--- src/rtl/bit_serial_sequencer_if.sv ---
// Host/core-side signal bundle for the bit-serial program sequencer.
// The sequencer uses the slave modport; the host/core side uses master.
interface bit_serial_sequencer_if #(
   parameter int unsigned AW = 4
);
   logic          i_load_en;
   logic [AW-1:0] i_load_addr;
   logic [10:0]   i_load_data;
   logic          i_run;
   logic          i_abort;
   logic [AW-1:0] i_last;
   logic          i_pcincr;
   logic [2:0]    o_instr;
   logic [7:0]    o_switch;
   logic          o_start;
   logic [AW-1:0] o_pc;
   logic          o_busy;
   logic          o_done;
   logic          o_error;

   modport slave (
      input  i_load_en, i_load_addr, i_load_data, i_run, i_abort, i_last, i_pcincr,
      output o_instr, o_switch, o_start, o_pc, o_busy, o_done, o_error
   );

   modport master (
      output i_load_en, i_load_addr, i_load_data, i_run, i_abort, i_last, i_pcincr,
      input  o_instr, o_switch, o_start, o_pc, o_busy, o_done, o_error
   );
endinterface

--- src/rtl/bit_serial_sequencer.sv ---
// Program sequencer: loadable store, program counter, start/pcincr handshake
// with the bit-serial core, and a watchdog on each instruction.
module bit_serial_sequencer #(
   parameter int unsigned DEPTH   = 16,
   parameter int unsigned AW      = 4,
   parameter int unsigned TIMEOUT = 15
) (
   input  logic                  i_clk,
   input  logic                  i_rst,
   bit_serial_sequencer_if.slave bus
);

   localparam int unsigned TW = $clog2(TIMEOUT + 1);

   typedef enum logic [2:0] {
      S_IDLE,
      S_ISSUE,
      S_WAIT,
      S_ADVANCE,
      S_DONE,
      S_ERROR
   } state_t;

   state_t        state_q, state_d;
   logic [AW-1:0] pc_q, pc_d;
   logic [AW-1:0] pc_inc;
   logic [2:0]    instr_q, instr_d;
   logic [7:0]    switch_q, switch_d;
   logic          done_q, done_d;
   logic          error_q, error_d;
   logic [TW-1:0] timer_q, timer_d;
   logic [10:0]   store_q [DEPTH];
   logic          load_ok;
   logic [10:0]   run_word;

   assign pc_inc = pc_q + AW'(1);

   // A load and a run in the same cycle: the run sees the freshly written word.
   assign run_word = (bus.i_load_en && (bus.i_load_addr == '0)) ? bus.i_load_data
                                                                : store_q[0];

   always_comb begin
      state_d  = state_q;
      pc_d     = pc_q;
      instr_d  = instr_q;
      switch_d = switch_q;
      done_d   = done_q;
      error_d  = error_q;
      timer_d  = timer_q;
      load_ok  = 1'b0;

      unique case (state_q)
         S_IDLE, S_DONE, S_ERROR: begin
            load_ok = bus.i_load_en;
            if (bus.i_run) begin
               state_d             = S_ISSUE;
               pc_d                = '0;
               {instr_d, switch_d} = run_word;
               done_d              = 1'b0;
               error_d             = 1'b0;
            end
         end

         S_ISSUE: begin
            timer_d = '0;
            if (bus.i_abort) begin
               state_d = S_IDLE;
            end else if (bus.i_pcincr) begin
               state_d = S_ADVANCE;
            end else begin
               state_d = S_WAIT;
            end
         end

         S_WAIT: begin
            timer_d = timer_q + TW'(1);
            if (bus.i_abort) begin
               state_d = S_IDLE;
            end else if (bus.i_pcincr) begin
               state_d = S_ADVANCE;
            end else if (timer_q == TW'(TIMEOUT - 1)) begin
               error_d = 1'b1;
               state_d = S_ERROR;
            end
         end

         S_ADVANCE: begin
            if (bus.i_abort) begin
               state_d = S_IDLE;
            end else if (pc_q == bus.i_last) begin
               done_d  = 1'b1;
               state_d = S_DONE;
            end else begin
               // pc_inc wraps naturally at DEPTH, giving the wrap-around run.
               pc_d                = pc_inc;
               {instr_d, switch_d} = store_q[pc_inc];
               state_d             = S_ISSUE;
            end
         end

         default: begin
            state_d = S_IDLE;
         end
      endcase
   end

   always_ff @(posedge i_clk or negedge i_rst) begin
      if (!i_rst) begin
         state_q  <= S_IDLE;
         pc_q     <= '0;
         instr_q  <= '0;
         switch_q <= '0;
         done_q   <= 1'b0;
         error_q  <= 1'b0;
         timer_q  <= '0;
      end else begin
         state_q  <= state_d;
         pc_q     <= pc_d;
         instr_q  <= instr_d;
         switch_q <= switch_d;
         done_q   <= done_d;
         error_q  <= error_d;
         timer_q  <= timer_d;
      end
   end

   // Program store is deliberately not reset.
   always_ff @(posedge i_clk) begin
      if (load_ok) begin
         store_q[bus.i_load_addr] <= bus.i_load_data;
      end
   end

   assign bus.o_instr  = instr_q;
   assign bus.o_switch = switch_q;
   assign bus.o_pc     = pc_q;
   assign bus.o_done   = done_q;
   assign bus.o_error  = error_q;
   assign bus.o_start  = (state_q == S_ISSUE);
   assign bus.o_busy   = (state_q == S_ISSUE) || (state_q == S_WAIT) ||
                         (state_q == S_ADVANCE);

endmodule

--- src/flat_wrapper.sv ---
// flat-port wrapper written by rule: the top's interface ports become plain ports
module bit_serial_sequencer_flat 
#(
   parameter int unsigned DEPTH   = 16,
   parameter int unsigned AW      = 4,
   parameter int unsigned TIMEOUT = 15
)
  (i_clk, i_rst, bus_i_load_en, bus_i_load_addr, bus_i_load_data, bus_i_run, bus_i_abort, bus_i_last, bus_i_pcincr, bus_o_instr, bus_o_switch, bus_o_start, bus_o_pc, bus_o_busy, bus_o_done, bus_o_error);
  bit_serial_sequencer_if #(.AW(AW)) bus_i ();
  input  logic i_clk;
  input  logic i_rst;
  input wire logic [$bits(bus_i.i_load_en)-1:0] bus_i_load_en;
  input wire logic [$bits(bus_i.i_load_addr)-1:0] bus_i_load_addr;
  input wire logic [$bits(bus_i.i_load_data)-1:0] bus_i_load_data;
  input wire logic [$bits(bus_i.i_run)-1:0] bus_i_run;
  input wire logic [$bits(bus_i.i_abort)-1:0] bus_i_abort;
  input wire logic [$bits(bus_i.i_last)-1:0] bus_i_last;
  input wire logic [$bits(bus_i.i_pcincr)-1:0] bus_i_pcincr;
  output wire logic [$bits(bus_i.o_instr)-1:0] bus_o_instr;
  output wire logic [$bits(bus_i.o_switch)-1:0] bus_o_switch;
  output wire logic [$bits(bus_i.o_start)-1:0] bus_o_start;
  output wire logic [$bits(bus_i.o_pc)-1:0] bus_o_pc;
  output wire logic [$bits(bus_i.o_busy)-1:0] bus_o_busy;
  output wire logic [$bits(bus_i.o_done)-1:0] bus_o_done;
  output wire logic [$bits(bus_i.o_error)-1:0] bus_o_error;
  assign bus_i.i_load_en = bus_i_load_en;
  assign bus_i.i_load_addr = bus_i_load_addr;
  assign bus_i.i_load_data = bus_i_load_data;
  assign bus_i.i_run = bus_i_run;
  assign bus_i.i_abort = bus_i_abort;
  assign bus_i.i_last = bus_i_last;
  assign bus_i.i_pcincr = bus_i_pcincr;
  assign bus_o_instr = bus_i.o_instr;
  assign bus_o_switch = bus_i.o_switch;
  assign bus_o_start = bus_i.o_start;
  assign bus_o_pc = bus_i.o_pc;
  assign bus_o_busy = bus_i.o_busy;
  assign bus_o_done = bus_i.o_done;
  assign bus_o_error = bus_i.o_error;
  bit_serial_sequencer #(.DEPTH(DEPTH), .AW(AW), .TIMEOUT(TIMEOUT)) u_core (.i_clk(i_clk), .i_rst(i_rst), .bus(bus_i));
endmodule
--- config.mk ---
export PLATFORM = sky130hd
export DESIGN_NAME = bit_serial_sequencer_flat
export DESIGN_NICKNAME = d
export VERILOG_FILES = /design/src/rtl/bit_serial_sequencer_if.sv /design/src/rtl/bit_serial_sequencer.sv /design/src/flat_wrapper.sv
export SDC_FILE = /design/constraint.sdc
export NUM_CORES = 1
export LEC_CHECK = 0
export BUFFER_PORTS_ARGS = -buffer_cell sky130_fd_sc_hd__buf_2
export CORE_MARGIN = 3
export CORE_UTILIZATION = 40
export CTS_CLUSTER_SIZE = 28
export DETAILED_ROUTE_END_ITERATION = 6
export SLEW_MARGIN = 20
export SYNTH_ARGS = -nofsm -noshare
export SYNTH_HDL_FRONTEND = slang
export SYNTH_SLANG_ARGS = --single-unit
--- constraint.sdc ---
create_clock -name i_clk -period 3.1 [get_ports i_clk]
set_clock_uncertainty 0.1 [all_clocks]
set_input_delay 0 -clock i_clk [delete_from_list [all_inputs] [get_ports i_clk]]
set_output_delay 0 -clock i_clk [all_outputs]
set_load 0.03 [all_outputs]
==> run_results.csv <==
group,metric,value,unit
global_route,grt_pass1_vias,5030,
place,place_congestion,0.790,
final_layout,n_fill_cell,1739,
yosys,synth.distinct_cells,46,
yosys,netlist_area,0.00834,mm^2
sta,tightest_slew,636,ps
flow_run,cap_violations,0,
hold_path,hp-class,"input pin to asynchronous set/reset pin",
sta,holdWs,24.3,ps
global_route,antenna_found_initial,0,
final_layout,fin_area,0.00981,mm^2
sta,setup_viol,0,
cts,cts-resized-gates,0,
place,postPlaceCellArea,0.00902,mm^2
place,hpwlAfterDp,12400,um
floorplanning,coreArea,0.0204,mm^2
cts,h-tree-depth,4,
worst_setup_path,crit_arrival,2550,ps
cts,cts_buffers,17,
worst_setup_path,crit_type,"flop to flop",
final_layout,area_growth,17.6,%
floorplanning,die_w,150,um
pwr,power.density,748,mW/mm^2
yosys,synthArstFlopShare,12.0,%
floorplanning,initial_core_util,41.0,%
global_route,track_usage,17.5,%
yosys,synth_fp_nets,561,
final_layout,layout-drive-gt1-share,20.1,%
pwr,p_leak,3.40,nW
route,wl_per_cell,21.2,um
yosys,synth_ff_type,"edfxtp_1",
worst_setup_path,cp.required,3140,ps
cts,post_cts_buffers,0,
run_status,status,"finished, final reports clean",
yosys,netlist_instances,533,
route,routed_via_density,5.44,
yosys,synth_area_per_cell,15.7,um^2
sta,fin_crit,2510,ps
floorplanning,dieHeight,150,um
sta,finalHoldViolations,0,
cts,root_buffer,"clkbuf_16",
route,vias,4904,
sta,maxSlewHeadroom,57.6,%
worst_setup_path,critPathLaunchType,"flop",
yosys,synth.area.top_cells,"edfxtp_1 (63%), mux2i_1 (11%), dfrtp_1 (7.2%)",
sta,rsz0062_at_grt,"no",
yosys,yosysTopAreaCell,"edfxtp_1",
global_route,grt_first_pass_wirelength,29300,um
route,first_iter_violations,468,
pwr,ir_drop,0.000409,V
sta,report.final.slew_viol_count,0,
cts,hold_buffers,20,
cts,tritoncts,"done",
global_route,grt_max_degree,27,
sta,tns,0,ps
sta,period_share,80.9,%
place,io_buffers,43,
cts,cts_buffer_depth,2,
yosys,synth_edf_count,176,
global_route,grt_overflow,0,
worst_setup_path,crit_path_end_kind,"flop",
sta,max_freq,399,MHz
place,place_ws,611,ps
floorplanning,num_rows,52,
final_layout,n_antenna_cell,0,
pwr,p_total,7.33,mW
route,drc,0,
cts,clock_latency,430,ps
floorplanning,num_io_pins,44,
yosys,synthDominantCellAreaShare,63.4,%
yosys,synth_seq_cells,200,
sta,finalWorstSetupSlack,593,ps
yosys,synth_warnings,0,
yosys,ys_seq_area_share,70.6,%
route,ant_nets,0,
route,wl,19100,um
cts,clkSlewWorstSetupHoldPaths,70,ps
floorplanning,dieArea,0.0226,mm^2
worst_setup_path,path_max_fanout,8,
cts,cts_sinks,200,
route,first_pass_iters,6,
final_layout,nets,646,
==> layer usage <==
metal | track usage, % | part of all wire, % | up-vias
met5 | 0 | 0 | -
met4 | 5.90 | 2.2 | 0
met3 | 3.94 | 6.0 | 33
met2 | 27.8 | 47 | 168
met1 | 24.1 | 45 | 2431
li1 | - | - | 2272
==> flip-flops by register name, summed over array words and instances, names as in the netlist <==
register,count
u_core.bus.o_done,1
u_core.bus.o_switch,8
u_core.bus.o_error,1
u_core.bus.o_instr,3
u_core.timer_q,4
u_core.bus.o_pc,4
u_core.store_q,176
u_core.state_q,3
==> cell type report <==
| cell class | instances | area (um^2) | share of cell area, % |
|---|---|---|---|
| clock buffer | 17 | 425 | 4.34 |
| clock inverter | 15 | 156 | 1.59 |
| inverter | 6 | 22.5 | 0.230 |
| multi-input combinational | 299 | 2320 | 23.6 |
| sequential | 200 | 5890 | 60.0 |
| tap | 270 | 338 | 3.44 |
| timing repair buffer | 94 | 661 | 6.74 |
==> final timing paths <==
kind                                         from                      to  slack (ps)  depth (start not counted)
min                                         i_rst      u_core.bus.o_pc[3]          20                          2
min in group i_clk                  bus_i_last[1]       u_core.bus.o_done          50                          5
max                             u_core.state_q[2]   u_core.store_q[12][8]         590                          5
min reg2reg                u_core.bus.o_switch[2]  u_core.bus.o_switch[2]         390                          2
max reg2reg                     u_core.state_q[2]   u_core.store_q[12][8]         590                          5
max in group asynchronous                   i_rst  u_core.bus.o_switch[6]        2460                          2
==> synth_stat cells (5+ instances only) <==
library cell,instances
dfrtp_1,24
a22oi_1,44
o41ai_2,8
nand2_1,23
clkbuf_1,10
mux2i_1,88
a211oi_1,12
nor2_1,26
inv_1,6
and3_1,14
nor3_1,5
xnor2_1,5
edfxtp_1,176
o21ai_0,8
a21oi_1,26
buf_2,14
==> placed cells by master (no fill, tap or decap), drive strengths merged, types with 3 or more instances in the layout <==
master,count
edfxtp,176
mux2i,88
buf,74
a22oi,44
a21oi,26
nor2,26
dfrtp,24
nand2,23
dlygate4sd3,20
clkbuf,17
inv,15
and3,14
a211oi,12
o41ai,11
o21ai,9
xnor2,5
nor3,5
and2,4
nand2b,4
nand3,3
ha,3
o22ai,3
clkinv,3
==> per-stage QoR <==
stage	utilization [%]	std cells
after floorplan	-	533
after global placement	44.3	849
after detailed placement	44.3	849
after CTS	48.2	901
after global routing	48.2	901
final	48.2	901
==> power by group <==
| part | switching, mW | internal (mW) |
|---|---|---|
| clock | 1.03 | 1.14 |
| sequential | 0.127 | 3.08 |
| combinational | 1.19 | 0.767 |
| total | 2.34 | 4.99 |
==> worst max-delay path, cell delays in order, from the launching register on <==
cell	delay, ps
dfrtp_1	470
nand2b_2	240
and2_1	310
nand4_1	240
nor3_2	200
dlygate4sd3_1	650
==> logic make-up (layout without fill, tap and decap cells) <==
| family | Yosys count | in the layout | share of synthesized area [%] |
|---|---|---|---|
| flip-flops | 200 | 200 | 70.6 |
| XOR/XNOR | 7 | 7 | 0.735 |
| adder cells (fa/ha/maj) | 3 | 3 | 0.450 |
| AND/OR/NAND/NOR | 89 | 89 | 5.55 |
| AO/OA/AOI/OAI | 112 | 112 | 10.1 |
| buffers and inverters | 34 | 132 | 2.01 |
| multiplexers | 88 | 88 | 10.6 |
Note: power is estimated with default switching activity, not from simulation.
